[src/rtl/irq_ctrl.sv]
// ----------------------------------------------------------------------------
// irq_ctrl -- memory-mapped interrupt controller
//
// Collects up to eight peripheral requests into a pending register, gates
// them with a software mask and presents the lowest-index enabled request to
// the core as a vector. Reading VEC acknowledges the request and enters
// service. Writing EOI ends service.
//
// Register window (addr_i):
//   0 PEND  read: pending bits           write: 1 clears a bit
//   1 MASK  read/write, 1 = source enabled
//   2 VEC   read: {1, 0000, idx} in ASSERT (acknowledges), else 0x00
//   3 EOI   read: one-hot in-service bits  write: end of service
//
// Ports:
//   clk_i    single clock
//   rst_i    asynchronous, active-high reset
//   src_i    peripheral requests, synchronous to clk_i
//   sel_i    register access strobe
//   we_i     1 = write, 0 = read (only meaningful with sel_i)
//   addr_i   register select
//   wdata_i  write data
//   rdata_o  registered read data, held until the next read
//   irq_o    registered interrupt request to the core
//
// Build option:
//   IRQ_EDGE_EN  when defined, a source sets its pending bit only on a 0->1
//                transition (one-cycle history register). When undefined,
//                a high level sets the pending bit every cycle.
// ----------------------------------------------------------------------------
module irq_ctrl #(
  parameter int NUM_SRC = 8
) (
  input  logic               clk_i,
  input  logic               rst_i,
  input  logic [NUM_SRC-1:0] src_i,
  input  logic               sel_i,
  input  logic               we_i,
  input  logic [1:0]         addr_i,
  input  logic [7:0]         wdata_i,
  output logic [7:0]         rdata_o,
  output logic               irq_o
);

  localparam logic [1:0] ADDR_PEND = 2'd0;
  localparam logic [1:0] ADDR_MASK = 2'd1;
  localparam logic [1:0] ADDR_VEC  = 2'd2;
  localparam logic [1:0] ADDR_EOI  = 2'd3;

  // Register bits above NUM_SRC-1 are never stored and always read as 0.
  localparam logic [7:0] SRC_VALID = 8'((9'd1 << NUM_SRC) - 9'd1);

  typedef enum logic [1:0] {
    ST_IDLE,
    ST_ASSERT,
    ST_SERVICE
  } state_e;

  state_e     state_q, state_d;
  logic [7:0] pend_q,  pend_d;
  logic [7:0] mask_q,  mask_d;
  logic [7:0] insvc_q, insvc_d;
  logic [7:0] rdata_q, rdata_d;
  logic       irq_q,   irq_d;

  logic [7:0] src_ext;
  logic [7:0] src_set;
  logic [7:0] cand_q;
  logic [2:0] win_idx;
  logic [7:0] win_onehot;
  logic       rd_en;
  logic       wr_en;
  logic       vec_ack;
  logic       eoi_wr;
  logic [7:0] clr_bits;

  assign src_ext = 8'(src_i) & SRC_VALID;

`ifdef IRQ_EDGE_EN
  // One-cycle history of the request lines; a bit is set only on 0->1.
  logic [7:0] hist_q;

  always_ff @(posedge clk_i or posedge rst_i) begin
    if (rst_i) begin
      hist_q <= 8'h00;
    end else begin
      hist_q <= src_ext;
    end
  end

  assign src_set = src_ext & ~hist_q;
`else
  assign src_set = src_ext;
`endif

  // Candidates and the fixed-priority winner, lowest index first. The
  // winner is re-evaluated every cycle, so the vector reflects the state at
  // the moment of the VEC read rather than at assertion.
  assign cand_q = pend_q & mask_q;

  always_comb begin
    // NOTE: every output of a combinational block gets a default before any
    // conditional assignment, otherwise synthesis infers a latch.
    win_idx = 3'd0;
    for (int i = 7; i >= 0; i--) begin
      if (cand_q[i]) begin
        win_idx = 3'(i);
      end
    end
  end

  assign win_onehot = 8'd1 << win_idx;

  assign rd_en   = sel_i & ~we_i;
  assign wr_en   = sel_i &  we_i;
  assign vec_ack = rd_en && (addr_i == ADDR_VEC) && (state_q == ST_ASSERT);
  assign eoi_wr  = wr_en && (addr_i == ADDR_EOI) && (state_q == ST_SERVICE);

  // Bits to clear this cycle: software W1C plus the acknowledged vector.
  assign clr_bits = ((wr_en && (addr_i == ADDR_PEND)) ? wdata_i : 8'h00)
                  | (vec_ack ? win_onehot : 8'h00);

  always_comb begin
    // A new request in the same cycle as a clear wins, so set is OR-ed last.
    pend_d  = ((pend_q & ~clr_bits) | src_set) & SRC_VALID;
    mask_d  = mask_q;
    insvc_d = insvc_q;
    rdata_d = rdata_q;
    state_d = state_q;

    if (wr_en && (addr_i == ADDR_MASK)) begin
      mask_d = wdata_i & SRC_VALID;
    end

    if (vec_ack) begin
      insvc_d = win_onehot;
    end else if (eoi_wr) begin
      insvc_d = 8'h00;
    end

    if (rd_en) begin
      case (addr_i)
        ADDR_PEND: rdata_d = pend_q;
        ADDR_MASK: rdata_d = mask_q;
        ADDR_VEC:  rdata_d = (state_q == ST_ASSERT) ? {1'b1, 4'b0000, win_idx}
                                                    : 8'h00;
        default:   rdata_d = insvc_q;
      endcase
    end

    case (state_q)
      ST_IDLE: begin
        if (cand_q != 8'h00) begin
          state_d = ST_ASSERT;
        end
      end
      ST_ASSERT: begin
        // Withdrawal looks at next-state PEND/MASK so that a mask write or
        // W1C drops irq_o on the very next edge.
        if (vec_ack) begin
          state_d = ST_SERVICE;
        end else if ((pend_d & mask_d) == 8'h00) begin
          state_d = ST_IDLE;
        end
      end
      ST_SERVICE: begin
        if (eoi_wr) begin
          state_d = ST_IDLE;
        end
      end
      default: state_d = ST_IDLE;
    endcase

    irq_d = (state_d == ST_ASSERT);
  end

  always_ff @(posedge clk_i or posedge rst_i) begin
    if (rst_i) begin
      state_q <= ST_IDLE;
      pend_q  <= 8'h00;
      mask_q  <= 8'h00;
      insvc_q <= 8'h00;
      rdata_q <= 8'h00;
      irq_q   <= 1'b0;
    end else begin
      // NOTE: sequential state uses non-blocking assignments so every
      // register samples the pre-edge values of all the others.
      state_q <= state_d;
      pend_q  <= pend_d;
      mask_q  <= mask_d;
      insvc_q <= insvc_d;
      rdata_q <= rdata_d;
      irq_q   <= irq_d;
    end
  end

  assign rdata_o = rdata_q;
  assign irq_o   = irq_q;

endmodule

[config.mk]
export PLATFORM = sky130hd
export DESIGN_NAME = irq_ctrl
export DESIGN_NICKNAME = d
export VERILOG_FILES = /design/src/rtl/irq_ctrl.sv
export SDC_FILE = /design/constraint.sdc
export NUM_CORES = 1
export LEC_CHECK = 0
export CORE_MARGIN = 1
export CORE_UTILIZATION = 56
export CTS_BUF_LIST = sky130_fd_sc_hd__clkbuf_16
export DETAILED_ROUTE_END_ITERATION = 8
export DONT_BUFFER_PORTS = 1
export PLACE_DENSITY = 0.74
export RECOVER_POWER = 100
export SETUP_SLACK_MARGIN = 0.15
export SYNTH_ARGS = -nofsm -noshare
export SYNTH_HDL_FRONTEND = slang
export SYNTH_SLANG_ARGS = --single-unit
[constraint.sdc]
create_clock -name clk_i -period 2.3 [get_ports clk_i]
set_clock_uncertainty 0.05 [all_clocks]
set_input_delay 0.23 -clock clk_i [delete_from_list [all_inputs] [get_ports clk_i]]
set_output_delay 0.23 -clock clk_i [all_outputs]
set_load 0.005 [all_outputs]
Yosys cells after proc, flatten, opt, wreduce, memory -nomap -nowiden
Cells that the tools add are included.

word-level totals
  word-level logic and storage cells = 53
  bits in registers = 35
  input port bits = 22

cells by class
  reduce and logical (&&, ||, !) cells = 11
  shift-type cells = 1
  multiplexer cells = 20
  bitwise logic cells = 9
  eq/ne operators = 6

operator list
  operator                                              number
  2-to-1 mux 8 bit                                      6
  AND 8 bit                                             3
  2-to-1 mux 3 bit                                      8
  one-hot mux 8 bit (3 select lines)                    1
  OR 8 bit                                              2
  logical NOT 8 bit                                     1
  2-to-1 mux 2 bit                                      4
  inverter 8 bit                                        1
  nonzero test 8 bit                                    1
  << shifter 1 x 3 -> 8 bit (first input constant)      1
  equality test 2 x 1 -> 1 bit (second input constant)  3
  equality test 2 bit (second input constant)           3
  logical AND 1 bit                                     6
  one-hot mux 2 bit (3 select lines)                    1
  logical NOT 2 bit                                     2
  AND 1 bit                                             2
  nonzero test 2 bit                                    1
  inverter 1 bit                                        1

Depth between registers and ports, before layout
  depth in word-level cells = 21
  gate-level depth with buffers = 9

Worst setup path before layout
No wires, ideal clock.

  kind = reg2reg
  start point = reg state_q[1]
  end point = reg rdata_q[2], in the netlist rdata_o[2]
  stages on the path, launching flop included = 7
  setup time = 64 ps
  path buffers = 0
  slack = 165 ps
  arrival time = 2021 ps
  path through = dfrtp_1 nand2b_1 or3b_1 or4_1 a21boi_0 a221oi_1 a21o_1

between the ends
  cells in the longest elaborated chain, start to end = 3

ends and longest elaborated chain
  item                                line  source
  start: declaration                  59    state_e state_q, state_d;
  start signal: assignment            188   state_q <= state_d;
  equality test 2 x 1 -> 1 bit        145   ADDR_VEC: rdata_d = (state_q == ST_ASSERT) ? {1'b1, 4'b0000, win_idx}
  2-to-1 mux 8 bit                    145
  one-hot mux 8 bit (3 select lines)  142   case (addr_i)
  end signal: assignment              192   rdata_q <= rdata_d;
  end: declaration                    63    logic [7:0] rdata_q, rdata_d;

Every way passes these cells.
A chain may end at the register's enable or synchronous reset.

Worst setup path after layout
  start point = reg mask_q[3]
  end point = reg irq_q, in the netlist irq_o

RTL lines
  item                                line  source
  start: declaration                  61    logic [7:0] mask_q, mask_d;
  start signal: assignment            190   mask_q <= mask_d;
  2-to-1 mux 8 bit                    131   if (wr_en && (addr_i == ADDR_MASK)) begin
  named net mask_d[3]                 61
  AND 8 bit                           162   end else if ((pend_d & mask_d) == 8'h00) begin
  logical NOT 8 bit                   162
  2-to-1 mux 2 bit                    162
  2-to-1 mux 2 bit                    160   if (vec_ack) begin
  one-hot mux 2 bit (3 select lines)  151   case (state_q)
  equality test 2 x 1 -> 1 bit        174   irq_d = (state_d == ST_ASSERT);
  named net irq_d                     64    logic irq_q, irq_d;
  end signal: assignment              193   irq_q <= irq_d;
  end: declaration                    64

The timed path passes the listed nets, and every way through them passes these cells.

==> results.yml <==
global_route:
  antenna_found_initial: 0
  grt_pass1_vias: 1657
  grt_pass1_wl_um: 7740
  grt_max_degree: 36
  overflow: 0
  groute.usage.overall: 0.300
timing:
  max_freq_mhz: 472
  setup_viol: 0
  worst_pin_slew_ns: 0.860
  slew_headroom: 0.427
  rsz0062_at_grt: "true"
  final.period_utilization: 0.921
  hold_ws_ns: -0.000601
  fin_setup_tns_ns: 0
  fin_crit_ns: 2.12
  slew_viol_final: 0
  hold_viol: 1
setup_path:
  reg2reg_depth: 6
  critPathLaunchType: "flip-flop"
  r2r_start: "mask_q[3]$_DFF_PP0_"
  arrival_ns: 2.23
  worstPathRequired_ns: 2.42
  crit_type: "flip-flop to flip-flop"
  rr_endpoint: "irq_o$_DFF_PP0_"
  worst-path-max-fanout: 5
  endpoint_kind: "flip-flop"
  rrSetupSlack_ns: 0.18
clock_network:
  cts_num_sinks: 35
  htree_levels: 2
  cts-root-buf: "clkbuf_16"
  numCtsBuffers: 5
  cts_tree: "done"
  clk_pin_slew_ns: 0.05
  cts_max_path_buffers: 2
  clk_latency_ns: 0.28
power:
  pwr-share-seq: 0.435
  power_switching_share: 0.306
  powerDensity_nw_per_um2: 835
  leakagePower_nw: 0.946
  ir_drop_mv: 0.643
  combPwrFrac: 0.211
  internal-power_w: 0.00125
  clockPowerShare: 0.354
  p_switching_w: 0.000550
cells_and_area:
  stdcell_area_um2: 2150
  final_cell_mix: "nand2_1, dfrtp_1, nor2_1, o21ai_0"
  finalNetCount: 238
  stdcell_count: 261
  nFillCells: 259
  drive_gt1_frac: 0.115
  insertedDiodeCount: 0
  syn_to_final_growth_pct: 13.6
  final_common_cell: "nand2_1"
synthesis:
  ys_ff_latch: 35
  synthMuxAreaShare: 0.0759
  synth_nets: 227
  synthAdderAreaFrac: 0
  ys.warnings.count: 0
  syn_inst: 205
  synth.distinct_cells: 44
  synthXorXnorAreaFrac: 0
  synth_compound_area_frac: 0.211
  yosys.area_share.simple: 0.230
  synthFlopType: "dfrtp_1"
  synth_top_family_by_area: "simple AND/OR/NAND/NOR gates"
  syn_area_um2: 1900
  synth_edf_count: 0
  synth_area_per_cell_um2: 9.25
  yosysSeqAreaShare: 0.462
  async_flop_share: 1.00
placed_design:
  dp.cells: 248
  port_buffers: 0
  placed_cell_area_um2: 1970
  hpwlAfterDp_um: 3440
  gp_congestion: 0.910
detailed_routing:
  drt_iter0_markers: 185
  drc: 0
  vias_per_cell: 6.52
  drtAntennaViolNets: 0
  routed_wl_um: 4880
  wl_per_cell_um: 18.7
  drt_first_pass_iters: 4
  route.vias.total: 1701
die:
  die_h_um: 60.2
  die_w_um: 60.2
  start_util: 0.606
  fp.dieArea_um2: 3620
  fp.coreArea_um2: 3130
  io_pins: 31
  std_cell_rows: 20
hold_path:
  hold_start: "src_i[7]"
  hold_depth: 1
  min_path_type: "primary input to flip-flop"
  hold_path_end: "pend_q[7]$_DFF_PP0_"
outcome:
  status: "finished with violations"
  violations: "negative hold slack"
flow_run:
  maxCapViolations: 0
==> worst max-delay path, stage by stage (launching register included) <==
cell      delay (ns)
dfrtp_1         0.43
mux2_1          0.37
a22o_1          0.29
a221oi_2        0.19
and4_1          0.22
nand4_1         0.13
o31a_1          0.33
==> metal layers <==
| layer | track usage | routed length [um] |
|---|---|---|
| met5 | 0 | 0 |
| met4 | 0.166 | 137 |
| met3 | 0.0779 | 458 |
| met2 | 0.455 | 2370 |
| met1 | 0.386 | 1910 |
==> per-stage QoR <==
stage / setup slack, ns / power [W] / util / hold slack, ns
6_report: 0.183 / 0.00180 / 0.688 / -0.000601
3_3_place_gp: 0.143 / 0.00114 / 0.629 / 0.192
2_1_floorplan: 0.165 / 0.00107 / - / 0.272
4_1_cts: 0.168 / 0.00180 / 0.686 / 0.00167
5_1_grt: 0.111 / 0.00188 / 0.688 / 0.00536
3_5_place_dp: 0.0540 / 0.00116 / 0.629 / 0.200
==> cells in the mapped netlist (4+ instances only) <==
cell / number / area (um^2)
clkbuf_1: 4 / 15.0
nand2_1: 45 / 169
a31o_2: 4 / 35.0
a21boi_0: 4 / 30.0
a21o_1: 5 / 37.5
mux2_2: 7 / 78.8
o21ai_0: 13 / 65.1
a31oi_1: 5 / 31.3
dfrtp_1: 35 / 876
nor2_1: 14 / 52.6
nand2b_1: 5 / 31.3
mux2i_1: 5 / 50.1
nand3_1: 8 / 40.0
o22ai_1: 4 / 25.0
o211ai_1: 5 / 37.5
==> area by class of cell <==
cell class	count	area, um^2	area share
clock buffer	5	125	0.0581
clock inverter	3	11.3	0.00523
inverter	3	11.3	0.00523
multi-input combinational	160	1000	0.464
sequential	35	877	0.407
tap	44	55.1	0.0256
timing repair buffer	11	73.8	0.0343
==> power groups by stage <==
stage / combinational, W / sequential [W] / clock, W
final: 0.000380 / 0.000782 / 0.000636
after global routing: 0.000425 / 0.000794 / 0.000663
after CTS: 0.000385 / 0.000779 / 0.000636
after detailed placement: 0.000368 / 0.000790 / 0
after global placement: 0.000356 / 0.000785 / 0
after floorplan: 0.000297 / 0.000769 / 0
==> state kept, by name (all words and copies together), names as in the netlist <==
signal and cells:
rdata_o 8, irq_o 1, mask_q 8, pend_q 8, insvc_q 8, state_q 2
==> repair_timing <==
action                     CTS  global route
pin swaps                    2             3
buffers inserted             2             1
setup endpoints to repair    4             4
resized for setup            5             4
hold endpoints to repair    35             1
hold buffers                 1             1
==> worst max path at each step <==
stage / end / startpoint / slack (ns)
detailed placement: irq_o$_DFF_PP0_ / state_q[1]$_DFF_PP0_ / 0.05
finish: irq_o$_DFF_PP0_ / mask_q[3]$_DFF_PP0_ / 0.18
floorplan: rdata_o[2]$_DFFE_PP0P_ / state_q[1]$_DFF_PP0_ / 0.17
global route: rdata_o[1]$_DFFE_PP0P_ / state_q[1]$_DFF_PP0_ / 0.11
CTS: rdata_o[2]$_DFFE_PP0P_ / state_q[1]$_DFF_PP0_ / 0.17
global placement: rdata_o[2]$_DFFE_PP0P_ / state_q[1]$_DFF_PP0_ / 0.14
==> kinds of logic after synthesis <==
| logic type | after synthesis |
|---|---|
| flops | 35 |
| simple gates | 91 |
| mux | 13 |
| compound gates | 56 |
| buf+inv | 10 |
(Power assumes the default switching activity.)
